## src/rtl/cpu_pkg.sv

```systemverilog
// ---------------------------------------------------------------------------
// cpu_pkg
// Types and constants shared by the 6502 datapath blocks.
//
// Contents:
//   add_state_t   - state of the ADD hold register (IDLE, ADJUST, HOLD)
//   BCD_LO_ADJ    - low-digit decimal correction term (8'h06)
//   BCD_HI_ADJ    - high-digit decimal correction term (8'h60)
//   BCD_MAX       - largest valid packed-BCD byte (8'h99)
//   sb_drive_mask - expands the split SB enables into a per-bit mask
// ---------------------------------------------------------------------------
package cpu_pkg;

  // IDLE   : nothing has been captured since reset
  // ADJUST : raw ALU value captured, BCD correction lands on the next edge
  // HOLD   : hold register contains a completed result
  typedef enum logic [1:0] {
    IDLE   = 2'd0,
    ADJUST = 2'd1,
    HOLD   = 2'd2
  } add_state_t;

  localparam logic [7:0] BCD_LO_ADJ = 8'h06;
  localparam logic [7:0] BCD_HI_ADJ = 8'h60;
  localparam logic [7:0] BCD_MAX    = 8'h99;

  // SB is split: one enable covers bits 6:0, another covers bit 7.
  function automatic logic [7:0] sb_drive_mask(input logic high_en,
                                               input logic low_en);
    return {high_en, {7{low_en}}};
  endfunction

endpackage : cpu_pkg

```

## src/rtl/decimal_adjust.sv

```systemverilog
// ---------------------------------------------------------------------------
// decimal_adjust
// Combinational packed-BCD correction of a raw binary ALU result.
// Only present when DECIMAL_MODE_EN is defined.
//
// Ports:
//   raw        in  8  raw binary ALU result
//   carry      in  1  raw ALU carry (for subtract: 1 = no borrow)
//   half_carry in  1  raw carry out of bit 3 (for subtract: 1 = no borrow)
//   sub        in  1  0 = correct an addition, 1 = correct a subtraction
//   result     out 8  corrected BCD value
//   carry_out  out 1  corrected decimal carry
// ---------------------------------------------------------------------------
`ifdef DECIMAL_MODE_EN
module decimal_adjust
  import cpu_pkg::*;
(
  input  logic [7:0] raw,
  input  logic       carry,
  input  logic       half_carry,
  input  logic       sub,
  output logic [7:0] result,
  output logic       carry_out
);

  logic       lo_fix;
  logic       hi_fix;
  logic [7:0] add_result;
  logic [7:0] sub_result;

  // Addition: a digit needs +6 when it overflowed (carry out of it) or
  // landed on a non-decimal code. The high test looks at the whole byte so
  // a low-digit fix that ripples into the high digit is accounted for.
  assign lo_fix = half_carry | (raw[3:0] > 4'd9);
  assign hi_fix = carry | (raw > BCD_MAX);

  assign add_result = raw
                    + (lo_fix ? BCD_LO_ADJ : 8'h00)
                    + (hi_fix ? BCD_HI_ADJ : 8'h00);

  // Subtraction: a digit that borrowed (its carry flag is 0) wrapped past
  // 0 in binary, so 6 is taken back off it. Both sums wrap mod 256.
  assign sub_result = raw
                    - (half_carry ? 8'h00 : BCD_LO_ADJ)
                    - (carry      ? 8'h00 : BCD_HI_ADJ);

  always_comb begin
    result    = add_result;
    carry_out = hi_fix;
    if (sub) begin
      result    = sub_result;
      carry_out = carry;
    end
  end

endmodule : decimal_adjust
`endif

```

## src/rtl/reg_add.sv

```systemverilog
// ---------------------------------------------------------------------------
// reg_add
// ADD hold register at the output of the 6502 ALU. Captures the ALU result
// and carry/overflow flags, optionally applies a one-cycle BCD correction,
// then holds the result and drives it onto SB (bits 6:0 / bit 7 split) and
// ADL under control-unit enables.
//
// Configuration macro:
//   DECIMAL_MODE_EN  defined   : DECIMAL=1 loads take a correction cycle
//                               in ADJUST (2-cycle latency, BUSY for 1)
//                    undefined : DECIMAL and SUB ignored, every load is
//                               binary, BUSY tied 0, ADJUST never entered
//
// Ports:
//   CLK            in  1  clock, rising edge
//   RST_N          in  1  asynchronous active-low reset
//   FROM_ALU       in  8  raw ALU result
//   ALU_CARRY      in  1  ALU carry out
//   ALU_OVF        in  1  ALU signed overflow
//   ALU_HALF_CARRY in  1  carry out of bit 3
//   ADD_LOAD       in  1  capture request (ignored while in ADJUST)
//   DECIMAL        in  1  apply BCD correction to this capture
//   SUB            in  1  correction mode: 0 add, 1 subtract
//   SB_LOW_EN      in  1  drive bits 6:0 onto SB
//   SB_HIGH_EN     in  1  drive bit 7 onto SB
//   ADL_EN         in  1  drive all 8 bits onto ADL
//   SB_DATA        out 8  held value masked by SB_DRIVE
//   SB_DRIVE       out 8  per-bit SB drive mask
//   ADL_DATA       out 8  held value when ADL_DRIVE, else 0
//   ADL_DRIVE      out 1  ADL drive active
//   ACR            out 1  held carry (after correction)
//   AVR            out 1  held overflow (raw ALU value)
//   VALID          out 1  state is HOLD
//   BUSY           out 1  state is ADJUST
//
// Handshake: ADD_LOAD is a single-cycle request sampled on each rising edge
// while in IDLE or HOLD; it has no ready. VALID is the completion
// indication and stays high until reset or a decimal load moves to ADJUST.
// ---------------------------------------------------------------------------
module reg_add
  import cpu_pkg::*;
(
  input  logic       CLK,
  input  logic       RST_N,
  input  logic [7:0] FROM_ALU,
  input  logic       ALU_CARRY,
  input  logic       ALU_OVF,
  input  logic       ALU_HALF_CARRY,
  input  logic       ADD_LOAD,
  input  logic       DECIMAL,
  input  logic       SUB,
  input  logic       SB_LOW_EN,
  input  logic       SB_HIGH_EN,
  input  logic       ADL_EN,
  output logic [7:0] SB_DATA,
  output logic [7:0] SB_DRIVE,
  output logic [7:0] ADL_DATA,
  output logic       ADL_DRIVE,
  output logic       ACR,
  output logic       AVR,
  output logic       VALID,
  output logic       BUSY
);

  add_state_t state;
  logic [7:0] hold_reg;
  logic       acr_q;
  logic       avr_q;
  logic       in_hold;

`ifdef DECIMAL_MODE_EN
  // During ADJUST, hold_reg/acr_q carry the raw ALU value and carry; the
  // half carry and mode are kept alongside so the corrector sees a stable
  // operand set regardless of what the ALU is doing that cycle.
  logic       hc_q;
  logic       sub_q;
  logic [7:0] adj_result;
  logic       adj_carry;

  decimal_adjust u_decimal_adjust (
    .raw        (hold_reg),
    .carry      (acr_q),
    .half_carry (hc_q),
    .sub        (sub_q),
    .result     (adj_result),
    .carry_out  (adj_carry)
  );
`else
  // Decimal controls have no effect in a binary-only build.
  logic unused_decimal_inputs;
  assign unused_decimal_inputs = &{1'b0, DECIMAL, SUB, ALU_HALF_CARRY};
`endif

  always_ff @(posedge CLK or negedge RST_N) begin
    if (!RST_N) begin
      state    <= IDLE;
      hold_reg <= 8'h00;
      acr_q    <= 1'b0;
      avr_q    <= 1'b0;
`ifdef DECIMAL_MODE_EN
      hc_q     <= 1'b0;
      sub_q    <= 1'b0;
`endif
    end else begin
      case (state)
        IDLE, HOLD: begin
          if (ADD_LOAD) begin
            hold_reg <= FROM_ALU;
            acr_q    <= ALU_CARRY;
            avr_q    <= ALU_OVF;
`ifdef DECIMAL_MODE_EN
            if (DECIMAL) begin
              hc_q  <= ALU_HALF_CARRY;
              sub_q <= SUB;
              state <= ADJUST;
            end else begin
              state <= HOLD;
            end
`else
            state <= HOLD;
`endif
          end
        end
`ifdef DECIMAL_MODE_EN
        // Correction lands here; any ADD_LOAD this cycle is dropped, not
        // queued. AVR keeps the raw overflow captured on entry.
        ADJUST: begin
          hold_reg <= adj_result;
          acr_q    <= adj_carry;
          state    <= HOLD;
        end
`endif
        default: state <= IDLE;
      endcase
    end
  end

  // Drives follow the current held value; only a completed result is ever
  // put on a bus, so enables in IDLE/ADJUST are masked off.
  assign in_hold   = (state == HOLD);
  assign SB_DRIVE  = in_hold ? sb_drive_mask(SB_HIGH_EN, SB_LOW_EN) : 8'h00;
  assign SB_DATA   = hold_reg & SB_DRIVE;
  assign ADL_DRIVE = in_hold & ADL_EN;
  assign ADL_DATA  = ADL_DRIVE ? hold_reg : 8'h00;

  assign ACR   = acr_q;
  assign AVR   = avr_q;
  assign VALID = in_hold;
  assign BUSY  = (state == ADJUST);

endmodule : reg_add
```

## config.mk

```make
export PLATFORM = sky130hd
export DESIGN_NAME = reg_add
export DESIGN_NICKNAME = d
export VERILOG_FILES = /design/src/rtl/cpu_pkg.sv /design/src/rtl/decimal_adjust.sv /design/src/rtl/reg_add.sv
export SDC_FILE = /design/constraint.sdc
export NUM_CORES = 1
export LEC_CHECK = 0
export ABC_AREA = 0
export ABC_CLOCK_PERIOD_IN_PS = 1200
export BUFFER_PORTS_ARGS = -buffer_cell sky130_fd_sc_hd__buf_2
export CAP_MARGIN = 20
export CELL_PAD_IN_SITES_DETAIL_PLACEMENT = 0
export CELL_PAD_IN_SITES_GLOBAL_PLACEMENT = 1
export CORE_ASPECT_RATIO = 0.8
export CORE_MARGIN = 5
export CORE_UTILIZATION = 27
export DETAILED_ROUTE_END_ITERATION = 7
export PLACE_DENSITY = 0.87
export SLEW_MARGIN = 20
export SYNTH_ARGS = -nofsm -noshare
export SYNTH_HDL_FRONTEND = slang
export SYNTH_SLANG_ARGS = --single-unit
export TNS_END_PERCENT = 100
```

## constraint.sdc

```tcl
create_clock -name CLK -period 1.2 [get_ports CLK]
set_input_delay 0.06 -clock CLK [delete_from_list [all_inputs] [get_ports CLK]]
set_output_delay 0.06 -clock CLK [all_outputs]
set_load 0.02 [all_outputs]
```

# Word-level counts from Yosys, hierarchy flattened
# Index checks and enable logic that the tools add are counted.
# word_totals
register_bits,12
in_bits,19
output_inout_bits,29
word_cells,16
# op_classes
eq_ne,3
mux,4
n_bitwise,2
n_reduce_logical,3
# ops
operator,n
$mux 8,2
$and 8x8->8,1
$mux 2,2
$eq 2x1->1 const B,1
$eq 2x2->1 const B,1
$logic_not 2->1,1
$ne 2x2->1 const B,1
$reduce_and 2->1,1
$reduce_or 2->1,1
$and 1x1->1,1

# Depth between registers and ports, before layout
# logic_depth
ltp_word,3
depth_mapped,3
ltp_nobuf,1

# Least setup slack after synthesis
# Ideal clock, no wire load.
# synth_path
path_type,register to output
start,register state[1]
end,output port SB_DRIVE[1]
arrival_time_ns,1.171
required_time_ns,1.140
setup_slack_ns,-0.031
stages_incl_launch_ff,4
n_path_buf,2
path_cell_list,dfrtp_1 buf_2 and2_1 buf_4
# synth_between
elab_chain_len,2
# synth_rtl
item,line,text
start: declaration,reg_add.sv:65,add_state_t state;
start signal: assignment,reg_add.sv:96,state <= IDLE;
start signal: assignment,reg_add.sv:120,state <= HOLD;
start signal: assignment,reg_add.sv:133,default: state <= IDLE;
$eq 2x2->1,reg_add.sv:140,assign in_hold = (state == HOLD);
$mux 8,reg_add.sv:141,"assign SB_DRIVE = in_hold ? sb_drive_mask(SB_HIGH_EN, SB_LOW_EN) : 8'h00;"
end: declaration,reg_add.sv:56,"output logic [7:0] SB_DRIVE,"
# Every way passes these cells.

# Worst setup path in the final report
# Ends and elaborated chain as after synthesis.

==> summary.txt <==
Status
  – Run status: finished with violations
  – Failing checks: setup timing

STA
  – RSZ-0062 raised after global routing: yes
  – Hold slack: 26.1 ps
  – Minimum clock period: 1220 ps
  – Final setup margin: -20.1 ps
  – Final clock skew: 0 ps
  – Max Clk Rate: 820 MHz
  – Fin crit share: 102%
  – Fin. Hold Viols: 0
  – Fin. max-slew vios: 0
  – Final Setup Violations: 15

Die
  – Total Die Area: 3370 sq um
  – Site Rows: 15
  – Core area: 2180 sq um
  – Chip width: 63.7 um
  – IO Pins: 48
  – Initial Util: 28.6%
  – Vert. Die Dim: 53.0 um

Clock tree
  – Clock sinks: 11
  – Clk root buf: clkbuf_4
  – H-tree depth: 1
  – Clk Latency, worst-skew pair: 260 ps
  – Clk slew on worst S/H paths: 70 ps
  – Max Root-Sink Buffers: 2
  – CTS tree: yes
  – Clock buffer count from CTS: 3

Global route
  – First-pass GRT wire length: 2640 um
  – GRT Total Usage: 10.3%
  – Congestion Overflow GR: 0
  – Initial antenna violation count: 0
  – Largest net degree at the start of global routing: 22
  – Vias in the first global route: 583

Critical path
  – WP data arrival: 1160 ps
  – Crit-path most repeated cell: buf_6
  – Reg2reg start: state[1]
  – Slowest stage delay, CP: 440 ps
  – CP endpoint kind: output port
  – Startpoint Class: register
  – Crit Path Max Fanout: 7
  – Crit path cell chain: buf_6 -> and2_4 -> buf_6
  – Critical Path Slowest Stage Cell: dfrtp_2
  – Worst r2r path cells: 2
  – Critical path class: register to output port
  – WP data required: 1140 ps
  – R2R setup slack: 220 ps
  – Reg-to-reg endpoint: state[1]

Logic synthesis
  – Synthesized cell area: 623 sq um
  – Post-synth cell types: 11
  – Syn_area_per_cell: 12.0 sq um
  – Flops & latches, synth: 11
  – Mapped Cells: 52
  – Syn nets: 71
  – Yosys warning total: 0
  – Seq/Total Area, Yosys: 44.2%

Power
  – Worst vdd ir: 0.591 mV
  – Pwr Density: 1060 nW/um^2
  – NetSw: 0.300 mW
  – Clock power frac: 24.1%
  – Switching share of power: 30.1%
  – Leakage: 0.536 nW
  – Combinational fraction of design power: 33.1%
  – Internal: 0.699 mW
  – Seq pwr share: 42.7%

Placement
  – Post-placement setup slack: 104 ps
  – I/O Buffers: 43
  – Final GP Congestion: 0.746
  – HPWL Detailed: 1230 um
  – Placed Area: 798 sq um

Drt
  – Total wire length: 1640 um
  – Vias: 552
  – Post-route ant nets: 0
  – DRT Pass-1 Iters: 2
  – Initial DRC count: 12
  – DR WL/cell: 13.9 um
  – DRC: 0
  – Vias per cell: 4.68

Layout
  – Nets: 113
  – Layout cells sized above 1: 67.7%
  – Max FFs per register: 8
  – Ant. Diodes: 0
  – Post-route cell area: 947 sq um
  – Synthesis-to-finish area growth: 52.0%

Worst hold path
  – Worst Hold End: hold_reg[4]
  – Hold_sp: FROM_ALU[4]
  – Hold Path Stages: 2
  – Worst hold path type: input pin to register

Flow run
  – Max_cap viols: 0
area by class of cell:
| type | count | area, sq um |
|---|---|---|
| well taps | 25 | 31.3 |
| clock buffers | 4 | 26.3 |
| flip-flops and latches | 11 | 277 |
| multi-input cells | 31 | 283 |
| repair buffers | 47 | 330 |
| fillers | 224 | 1230 |
synthesized netlist by cell type (all sizes together):
master | count | area (sq um)
and3 | 16 | 100
dfrtp | 11 | 275
mux2 | 10 | 146
buf | 9 | 68.8
and2 | 3 | 18.8
clkbuf | 1 | 3.75
conb | 1 | 3.75
or2 | 1 | 6.26
placed cells by master, fill, tap and decap left out, drive strengths merged:
master,n
dlygate4sd3,1
mux2,10
and3,16
clkbuf,4
dfrtp,11
or2,1
conb,1
and2,3
buf,46
critical path, delay by kind of cell, from the launching register on:
family,cells,cell delay [ps]
buf+inv,2,270
flops,1,440
simple gates,1,190
what timing repair did:
| action | in CTS | in global routing |
|---|---|---|
| pin swaps | 1 | 0 |
| buffers inserted | 0 | 3 |
| resized for setup | 2 | 29 |
| setup endpoints to repair | 25 | 25 |
| hold buffers | 1 | 0 |
| endpoints found under the hold margin | 11 | 0 |
cells by family (layout without fill, tap and decap cells):
group / count (synthesis) / count (layout) / synth area share [%]
mux: 10 / 10 / 23.5
simple gates: 20 / 20 / 20.1
buf+inv: 10 / 51 / 11.6
flops: 11 / 11 / 44.2
other cells: 1 / 1 / 0.602
worst max path at each step:
| stage | startpoint | to | slack, ps | cells after the start |
|---|---|---|---|---|
| floorplan | state[1] | SB_DRIVE[1] | 90 | 3 |
| global placement | state[1] | SB_DRIVE[0] | 120 | 2 |
| detailed placement | state[1] | SB_DRIVE[5] | 100 | 2 |
| CTS | state[1] | SB_DRIVE[5] | -20 | 2 |
| global route | state[1] | ADL_DATA[0] | -80 | 3 |
| finish | state[1] | SB_DRIVE[1] | -20 | 3 |
metal layers:
layer | GRT usage (%) | part of all wire (%) | vias to the layer above
met5 | 0 | 0 | -
met4 | 3.11 | 0 | 0
met3 | 5.94 | 9.4 | 0
met2 | 18.1 | 53 | 30
met1 | 10.3 | 38 | 268
li1 | - | - | 254
power by group through the flow:
stage                     Sequential [mW]  Clock (mW)  Combinational, mW
after floorplan                     0.435           0              0.196
after global placement              0.432           0              0.289
after detailed placement            0.433           0              0.294
after CTS                           0.427       0.258              0.298
after global routing                0.433       0.270              0.355
final                               0.427       0.241              0.331
per-stage QoR:
stage / instances / util (%) / setup TNS (ps) / total power [mW]
after floorplan: 52 / - / 0 / 0.631
after global placement: 110 / 36.7 / 0 / 0.721
after detailed placement: 110 / 36.7 / 0 / 0.727
after CTS: 115 / 38.4 / -151 / 0.983
after global routing: 118 / 43.5 / -1200 / 1.06
final: 118 / 43.5 / -202 / 1.00
Note: power is estimated with default switching activity, not from simulation.
